[src/rtl/decode_stage.sv]
// Instruction decode stage: opcode decode in front of a 2-entry skid buffer (output register plus skid register).
// Define DECODE_STAGE_ILLEGAL_TRAP_EN to make an accepted illegal opcode raise a sticky trap instead of being forwarded.
module decode_stage #(
  parameter int IW   = 8,
  parameter int OPW  = 4,
  parameter int CNTW = 16
) (
  input  logic              clk,
  input  logic              rst_n,
  input  logic              flush,
  input  logic              in_valid,
  output logic              in_ready,
  input  logic [IW-1:0]     instr,
  output logic              out_valid,
  input  logic              out_ready,
  output logic [5:0]        ctrl,
  output logic [IW-OPW-1:0] operand,
  output logic              illegal,
  output logic              trap,
  input  logic              trap_clr,
  output logic [CNTW-1:0]   dec_count
);

  localparam int OW = IW - OPW;

  // Handshake: a beat moves when valid & ready are both high at a rising edge;
  // in_ready is a register ("skid empty and no trap"), so it never depends on out_ready.

  logic [OPW-1:0] opcode;
  logic [5:0]     dec_ctrl;
  logic           dec_illegal;

  assign opcode = instr[IW-1:OW];

  always_comb begin
    dec_ctrl    = 6'b000000;
    dec_illegal = 1'b0;
    case (int'(opcode))
      0:       dec_ctrl = 6'b000001;
      1:       dec_ctrl = 6'b000010;
      2:       dec_ctrl = 6'b000100;
      3:       dec_ctrl = 6'b001000;
      4:       dec_ctrl = 6'b010000;
      5:       dec_ctrl = 6'b100000;
      default: dec_illegal = 1'b1;
    endcase
  end

  logic          skid_valid;
  logic [5:0]    skid_ctrl;
  logic [OW-1:0] skid_operand;
  logic          skid_illegal;

  logic accept, deliver, out_free, forward, trap_set, trap_block, skid_valid_nx;

  assign accept   = in_valid & in_ready & ~flush;
  assign deliver  = out_valid & out_ready & ~flush;
  assign out_free = ~out_valid | out_ready;

`ifdef DECODE_STAGE_ILLEGAL_TRAP_EN
  assign trap_set   = accept & dec_illegal;
  assign forward    = accept & ~dec_illegal;
  // Current trap (not next) so in_ready returns one edge after trap clears.
  assign trap_block = trap | trap_set;

  always_ff @(posedge clk) begin
    if (!rst_n)        trap <= 1'b0;
    else if (trap_set) trap <= 1'b1;
    else if (trap_clr) trap <= 1'b0;
  end
`else
  logic unused_trap_clr;
  assign unused_trap_clr = trap_clr;
  assign trap_set        = 1'b0;
  assign forward         = accept;
  assign trap_block      = trap_set;
  assign trap            = 1'b0;
`endif

  always_comb begin
    skid_valid_nx = 1'b0;
    if (!flush && !out_free)
      skid_valid_nx = skid_valid | forward;
  end

  always_ff @(posedge clk) begin
    if (!rst_n) begin
      out_valid    <= 1'b0;
      ctrl         <= '0;
      operand      <= '0;
      illegal      <= 1'b0;
      skid_valid   <= 1'b0;
      skid_ctrl    <= '0;
      skid_operand <= '0;
      skid_illegal <= 1'b0;
      in_ready     <= 1'b0;
      dec_count    <= '0;
    end else begin
      in_ready <= ~skid_valid_nx & ~trap_block;
      if (deliver)
        dec_count <= dec_count + CNTW'(1);
      if (flush) begin
        out_valid  <= 1'b0;
        skid_valid <= 1'b0;
      end else if (out_free) begin
        if (skid_valid) begin
          out_valid  <= 1'b1;
          ctrl       <= skid_ctrl;
          operand    <= skid_operand;
          illegal    <= skid_illegal;
          skid_valid <= 1'b0;
        end else if (forward) begin
          out_valid <= 1'b1;
          ctrl      <= dec_ctrl;
          operand   <= instr[OW-1:0];
          illegal   <= dec_illegal;
        end else begin
          out_valid <= 1'b0;
        end
      end else if (forward) begin
        skid_valid   <= 1'b1;
        skid_ctrl    <= dec_ctrl;
        skid_operand <= instr[OW-1:0];
        skid_illegal <= dec_illegal;
      end
    end
  end

endmodule

[config.mk]
export PLATFORM = sky130hd
export DESIGN_NAME = decode_stage
export DESIGN_NICKNAME = d
export VERILOG_FILES = /design/src/rtl/decode_stage.sv
export SDC_FILE = /design/constraint.sdc
export NUM_CORES = 1
export LEC_CHECK = 0
export BUFFER_PORTS_ARGS = -buffer_cell sky130_fd_sc_hd__buf_2
export CAP_MARGIN = 10
export CELL_PAD_IN_SITES_DETAIL_PLACEMENT = 2
export CELL_PAD_IN_SITES_GLOBAL_PLACEMENT = 2
export CORE_MARGIN = 1
export CORE_UTILIZATION = 25
export DETAILED_ROUTE_END_ITERATION = 10
export PLACE_DENSITY = 0.67
export SLEW_MARGIN = 15
export SYNTH_ARGS = -nofsm -noshare
export SYNTH_HDL_FRONTEND = slang
export SYNTH_SLANG_ARGS = --single-unit
[constraint.sdc]
create_clock -name clk -period 1.8 [get_ports clk]
set_input_delay 0.27 -clock clk [delete_from_list [all_inputs] [get_ports clk]]
set_output_delay 0.27 -clock clk [all_outputs]
set_load 0.005 [all_outputs]
Word-level counts from Yosys, hierarchy flattened --
Index checks and enable logic that the tools add are counted.
Storage, ports and cells: bits of input ports 14, register bits after elaboration 41, word-level logic and storage cells 48
Cells by class: bitwise operators 11, mux-type cells 11, reductions and logical operators 10, equality and inequality tests 5, add/subtract/negate cells 1
Operator list (number):
- 6-bit case mux with 6 select lines | 1
- 16-bit by 1-bit adder with 16-bit output (second input constant) | 1
- 6-bit two-way mux | 2
- 4-bit by 2-bit == test with 1-bit output (second input constant) | 2
- 4-bit by 3-bit == test with 1-bit output (second input constant) | 2
- 4-bit two-way mux | 2
- 1-bit two-way mux | 6
- 3-bit AND reduction | 2
- 6-bit OR reduction | 1
- 1-bit NOT | 5
- 1-bit bitwise AND | 4
- 4-bit by 1-bit == test with 1-bit output (second input constant) | 1
- 4-bit zero test | 1
- 3-bit OR reduction | 1
- 1-bit zero test | 2
- 1-bit bitwise OR | 2
- 2-bit nonzero test | 1
- 2-bit OR reduction | 1
- 1-bit logical AND | 1

Logic depth before layout (Yosys ltp) --
Gate-level depths: netlist of the first run.
depth after elaboration 6, gate-level depth with buffers 6

Worst setup path before layout of the first run --
Ideal clock, no wire load.
path type register -> register, start register dec_count[0], end register dec_count[14], stages on the path, launching flop included 5, slack 0.317 ns, arrival time 1.412 ns, buffers on the path 0, library setup time 0.070 ns, cell sequence dfxtp_1 > ha_1 > nand2_2 > or4_1 > a21oi_1
On the way: cells in the longest elaborated chain, start to end 1
Ends and longest elaborated chain:
- start: declaration | RTL line 21 | output logic [CNTW-1:0] dec_count
- start signal: assignment | RTL line 101 | dec_count <= dec_count + CNTW'(1);
- 16-bit by 1-bit adder with 16-bit output | RTL line 101
Every way passes these cells. A chain may end at the register's enable or synchronous reset.

Worst setup path after layout of the first run --
start register dec_count[2], end register dec_count[14]
Same word-level chain as after synthesis.

==> flow_metrics.tcl, run 1 <==
set metrics [dict create \
    area_delta_synth_final_pct 26.1 \
    setup_viol 0 \
    syn_nets 216 \
    crit_chain "and4b_1, nand2_2, or4_1, a21oi_1" \
    ctsHoldBuffers 0 \
    maxSlewViolCount 0 \
    dr.pass1.iters 4 \
    final_antenna_net_count 0 \
    synth_seq_cells 41 \
    cp-start-kind "flip-flop" \
    dieArea_um2 7590 \
    clk_latency_ps 290 \
    required_ps 2030 \
    cts_tree "yes" \
    antenna_found_initial 0 \
    synth_adder_area_share_pct 0.691 \
    synth_edf_count 0 \
    drt_iter0_drc 70 \
    wl_um 4740 \
    grt_overflow 0 \
    die_h_um 87.1 \
    die-width_um 87.1 \
    final_nets 268 \
    cp_max_fo 5 \
    fp-row-count 30 \
    nFillCells 839 \
    post_cts_buffers 0 \
    cp_slowest_cell "or4_1" \
    cts-root-buf "clkbuf_8" \
    hold_violations 0 \
    cts.clk_slew.worst_paths_ps 80 \
    via_per_inst 4.69 \
    via_count 1636 \
    fmax_mhz 617 \
    final_cell_mix "dfxtp_1, buf_2, nor2_1" \
    drc 0 \
    htree_levels 2 \
    finalClockSkew_ps 3.40 \
    num_io_pins 44 \
    timing.hold.ws_ps 229 \
    crit_family "simple AND/OR/NAND/NOR gates" \
    track_usage_pct 13.8 \
    dpl.hpwl_um 3530 \
    antenna_cells 0 \
    synth_cell_types 39 \
    crit_type "reg -> reg" \
    yosysSeqAreaShare_pct 45.3 \
    synth.area.mux_share_pct 7.74 \
    grt_pass1_vias 1594 \
    synth-simple-area-share_pct 26.3 \
    clock_sinks 41 \
    synth_top_family_by_area "simple AND/OR/NAND/NOR gates" \
    timing.final.crit_share_pct 90.0 \
    p_per_area_nw_per_um2 721 \
    synth-compound-area-share_pct 10.6 \
    ir_drop_mv 0.277 \
    arrival_ps 1850 \
    routedWlPerCell_um 13.6 \
    clockBufferDepth 2 \
    yosys_warnings 0 \
    grt_pass1_wl_um 7960 \
    rrSetupSlack_ps 180 \
    finalPower_mw 1.65 \
    slowest_delay_ps 510 \
    numPortBuffers 41 \
    numCtsBuffers 5 \
    grt_max_degree 22 \
    min_path_type "in -> reg" \
    ys.flop_type "dfxtp_1" \
    finalWorstPathRequiredPeriod_ps 1620 \
    netlist_instances 201 \
    async_reset_ff_share_pct 0 \
    synthXorXnorAreaFrac_pct 5.32 \
    synth_area_um2 1810 \
    gp_congestion 0.721 \
    cp-end-kind "flip-flop" \
    coreArea_um2 6910 \
    avgSynthCellArea_um2 9.01 \
    final_layout_size_suffix_gt1_share_pct 26.5 \
    leakage_nw 0.861 \
    maxCapViolations 0 \
    status "finished clean" \
    path_buf_inv 0 \
    tns_ps 0 \
    rsz0062_at_grt "false" \
    cts_resized 0 \
    start_util_pct 26.2 \
]
==> kinds of logic after synthesis <==
kind of cell    Yosys count
mux                      14
buf+inv                  13
xor+xnor                 11
fa+ha+maj                 1
flops                    41
compound gates           32
simple gates             88
other cells               1
==> cell type report <==
class / count / area (µm²) / share of cell area, %
Tap cell: 96 / 120 / 5.26
Clock buffer: 7 / 86.3 / 3.78
Timing Repair Buffer: 57 / 325 / 14.2
Sequential cell: 41 / 821 / 35.9
Multi-Input combinational cell: 147 / 927 / 40.6
Inverter: 1 / 3.75 / 0.164
==> path summary, 6_finish.rpt <==
path	startpoint	end	cells past startpoint
setup reg to reg	dec_count[2]$_SDFFE_PN0P_	dec_count[14]$_SDFFE_PN0P_	4
setup / recovery	dec_count[2]$_SDFFE_PN0P_	dec_count[14]$_SDFFE_PN0P_	4
hold / removal	flush	out_valid$_SDFFE_PP0P_	2
hold reg to reg	skid_ctrl[0]$_SDFFE_PN0P_	ctrl[0]$_SDFFE_PN0P_	2
==> where the power goes <==
| part | leakage (nW) | total (mW) | switching, mW | internal [mW] |
|---|---|---|---|---|
| sequential | 0.332 | 0.929 | 0.00714 | 0.921 |
| clock | 0.0443 | 0.606 | 0.301 | 0.304 |
| combinational | 0.485 | 0.113 | 0.0665 | 0.0466 |
| total | 0.861 | 1.65 | 0.375 | 1.27 |
==> per-layer routing <==
metal / up-vias / GRT usage [%] / wire length [µm]
li1: 817 / - / -
met1: 789 / 18.0 / 2250
met2: 26 / 22.5 / 2290
met3: 4 / 3.51 / 159
met4: 0 / 4.32 / 44
met5: - / 0 / 0
==> cell usage after synthesis, types with 2 or more instances <==
library cell / count / area, µm²
clkbuf_1: 5 / 18.8
nor4_1: 5 / 31.3
nand4b_1: 2 / 17.5
nor4b_1: 2 / 17.5
buf_2: 3 / 15.0
nand2b_1: 7 / 43.8
o21ai_0: 8 / 40.0
nor3_1: 4 / 20.0
mux2i_1: 14 / 140
xor2_1: 7 / 61.3
nor2_1: 27 / 101
nand3_1: 6 / 30.0
or4_1: 3 / 22.5
dfxtp_1: 41 / 821
a21oi_1: 9 / 45.0
nand2_1: 14 / 52.6
o31ai_1: 2 / 15.0
xnor2_1: 4 / 35.0
buf_4: 2 / 15.0
nand4_1: 7 / 43.8
a31oi_1: 5 / 31.3
a211oi_1: 6 / 45.0
and3_1: 2 / 12.5
==> flip-flops by register name (all words and copies together) (netlist names) <==
signal        cells
skid_valid        1
operand           4
skid_illegal      1
out_valid         1
skid_ctrl         6
skid_operand      4
ctrl              6
illegal           1
dec_count        16
in_ready          1
==> through the flow <==
step	instance area, µm²	std cells	util [%]	setup slack, ps
5_1_grt	2280	349	33.1	35.3
6_report	2280	349	33.1	180
4_1_cts	2280	349	33.1	154
3_3_place_gp	2200	342	31.8	152
2_1_floorplan	1810	201	-	317
3_5_place_dp	2200	342	31.8	117
(Power assumes the default switching activity.)
==> inputs of run 2 (changes only) <==
Settings changed: CELL_PAD_IN_SITES_DETAIL_PLACEMENT 2 to 1, CELL_PAD_IN_SITES_GLOBAL_PLACEMENT 2 to 1, PLACE_DENSITY 0.67 to 0.56.
==> run 2 against run 1 <==
  * Sequential power is essentially flat
  * Total power shrank 0.81%
  * Fmax grew 4.1%
  * Final area is essentially flat
  * Highest routed layer unchanged
  * Largest cell class unchanged
  * Register-to-register slack gained 60 ps
  * Largest power group unchanged
  * Count of clock-buffer cells in the layout shrank 1
  * Via count shrank 1.8%
  * Core utilization is essentially flat
  * Setup slack gained 64 ps
==> flow_metrics.tcl, run 2 (synthesis gave the netlist of run 1 again) <==
set metrics [dict create \
    status "finished clean" \
    largest_reg_flops 16 \
    hold_violations 0 \
    fin_ws_ps 244 \
    area_delta_synth_final_pct 26.2 \
    numPortBuffers 41 \
    die_h_um 87.1 \
    leakage_nw 0.861 \
    cp-end-kind "flip-flop" \
    final_area_um2 2280 \
    rsz0062_at_grt "false" \
    timing.hold.ws_ps 214 \
    fp-row-count 30 \
    cp_max_fo 7 \
    clock_sinks 41 \
    dieArea_um2 7590 \
    p_clk_share_pct 36.2 \
    num_io_pins 44 \
    track_usage_pct 12.9 \
    crit_family "simple AND/OR/NAND/NOR gates" \
    clk_latency_ps 300 \
    maxSlewViolCount 0 \
    power_switching_share_pct 24.2 \
    routedWlPerCell_um 13.2 \
    coreArea_um2 6910 \
    grt_overflow 0 \
    path_buf_inv 0 \
    grt_pass1_wl_um 7380 \
    crit_chain "and4_1, nand2_1, or4_1, a21oi_1" \
    final_antenna_net_count 0 \
    fmax_mhz 643 \
    pre_cts_slack_ps 203 \
    final_cell_mix "dfxtp_1, buf_2, nor2_1" \
    top_register "dec_count" \
    top_layer "met4" \
    dr.pass1.iters 4 \
    p_switching_mw 0.396 \
    htree_levels 2 \
    crit_type "reg -> reg" \
    finalClockSkew_ps 7.11 \
    place_area_um2 2200 \
    drc 0 \
    timing.final.crit_share_pct 86.4 \
    maxCapViolations 0 \
    cp_slowest_cell "or4_1" \
    slowest_delay_ps 530 \
    tns_ps 0 \
    clockBufferDepth 2 \
    ir_drop_mv 0.237 \
    met1_length_um 2310 \
    post_cts_buffers 0 \
    final_layout_size_suffix_gt1_share_pct 26.5 \
    cts_tree "yes" \
    wl_met3_um 155 \
    cts.clk_slew.worst_paths_ps 70 \
    drt_iter0_drc 40 \
    wl_um 4600 \
    start_util_pct 26.2 \
    cp-start-kind "flip-flop" \
    combinationalPowerShare_pct 7.0 \
    wl_met2_um 2050 \
    arrival_ps 1780 \
    grt_max_degree 22 \
    biggestRegsByFlops "dec_count: 16 flops, ctrl: 6 flops, skid_ctrl: 6 flops" \
    ctsHoldBuffers 0 \
    setup_viol 0 \
    via_per_inst 4.60 \
    finalWorstPathRequiredPeriod_ps 1560 \
    dpl.hpwl_um 3340 \
    p_int_mw 1.24 \
    final_nets 267 \
    p_per_area_nw_per_um2 715 \
    gp_congestion 0.704 \
    cts-root-buf "clkbuf_8" \
    numCtsBuffers 5 \
    required_ps 2030 \
    cts_resized 0 \
    antenna_cells 0 \
    via_count 1606 \
    nFillCells 854 \
    min_path_type "in -> reg" \
    antenna_found_initial 0 \
    grt_pass1_vias 1490 \
    die-width_um 87.1 \
    power_frac_seq_pct 56.8 \
]
==> run 2: cell count changes in the layout (fill, tap and decap cells not counted), sizes merged <==
cell,delta
buf,-1
clkbuf,-1
clkinv,+2
==> run 2: per-layer routing <==
metal / track usage, % / up-vias
met5: 0 / -
met1: 17.6 / 755
li1: - / 821
met2: 19.0 / 24
met4: 5.37 / 0
met3: 3.60 / 6
==> run 2: power groups by stage <==
stage	Sequential, mW	Clock [mW]	Combinational [mW]
6_report	0.929	0.591	0.114
4_1_cts	0.929	0.622	0.116
2_1_floorplan	0.952	0	0.0539
3_3_place_gp	0.951	0	0.114
3_5_place_dp	0.951	0	0.115
5_1_grt	0.931	0.669	0.127
==> run 2: cell type report <==
type	count	area [µm²]	area share [%]
clock buffers	6	72.6	3.18
multi-input cells	147	927	40.6
well taps	96	120	5.26
inverters	1	3.75	0.164
flip-flops and latches	41	821	35.9
clock inverters	2	10.0	0.438
repair buffers	56	330	14.5
==> run 2: stage by stage <==
stage               instances  utilization [%]  power [mW]
floorplan                 201                -        1.01
global placement          341             31.9        1.06
detailed placement        341             31.9        1.07
CTS                       349             33.1        1.67
global route              349             33.1        1.73
finish                    349             33.1        1.63
==> run 2: path summary, 6_finish.rpt <==
check / endpoint / from / slack [ps] / cells after the start
max: dec_count[13]$_SDFFE_PN0P_ / dec_count[6]$_SDFFE_PN0P_ / 240 / 4
min: out_valid$_SDFFE_PP0P_ / flush / 210 / 2
max reg2reg: dec_count[13]$_SDFFE_PN0P_ / dec_count[6]$_SDFFE_PN0P_ / 240 / 4
min reg2reg: ctrl[5]$_SDFFE_PN0P_ / skid_ctrl[5]$_SDFFE_PN0P_ / 470 / 2
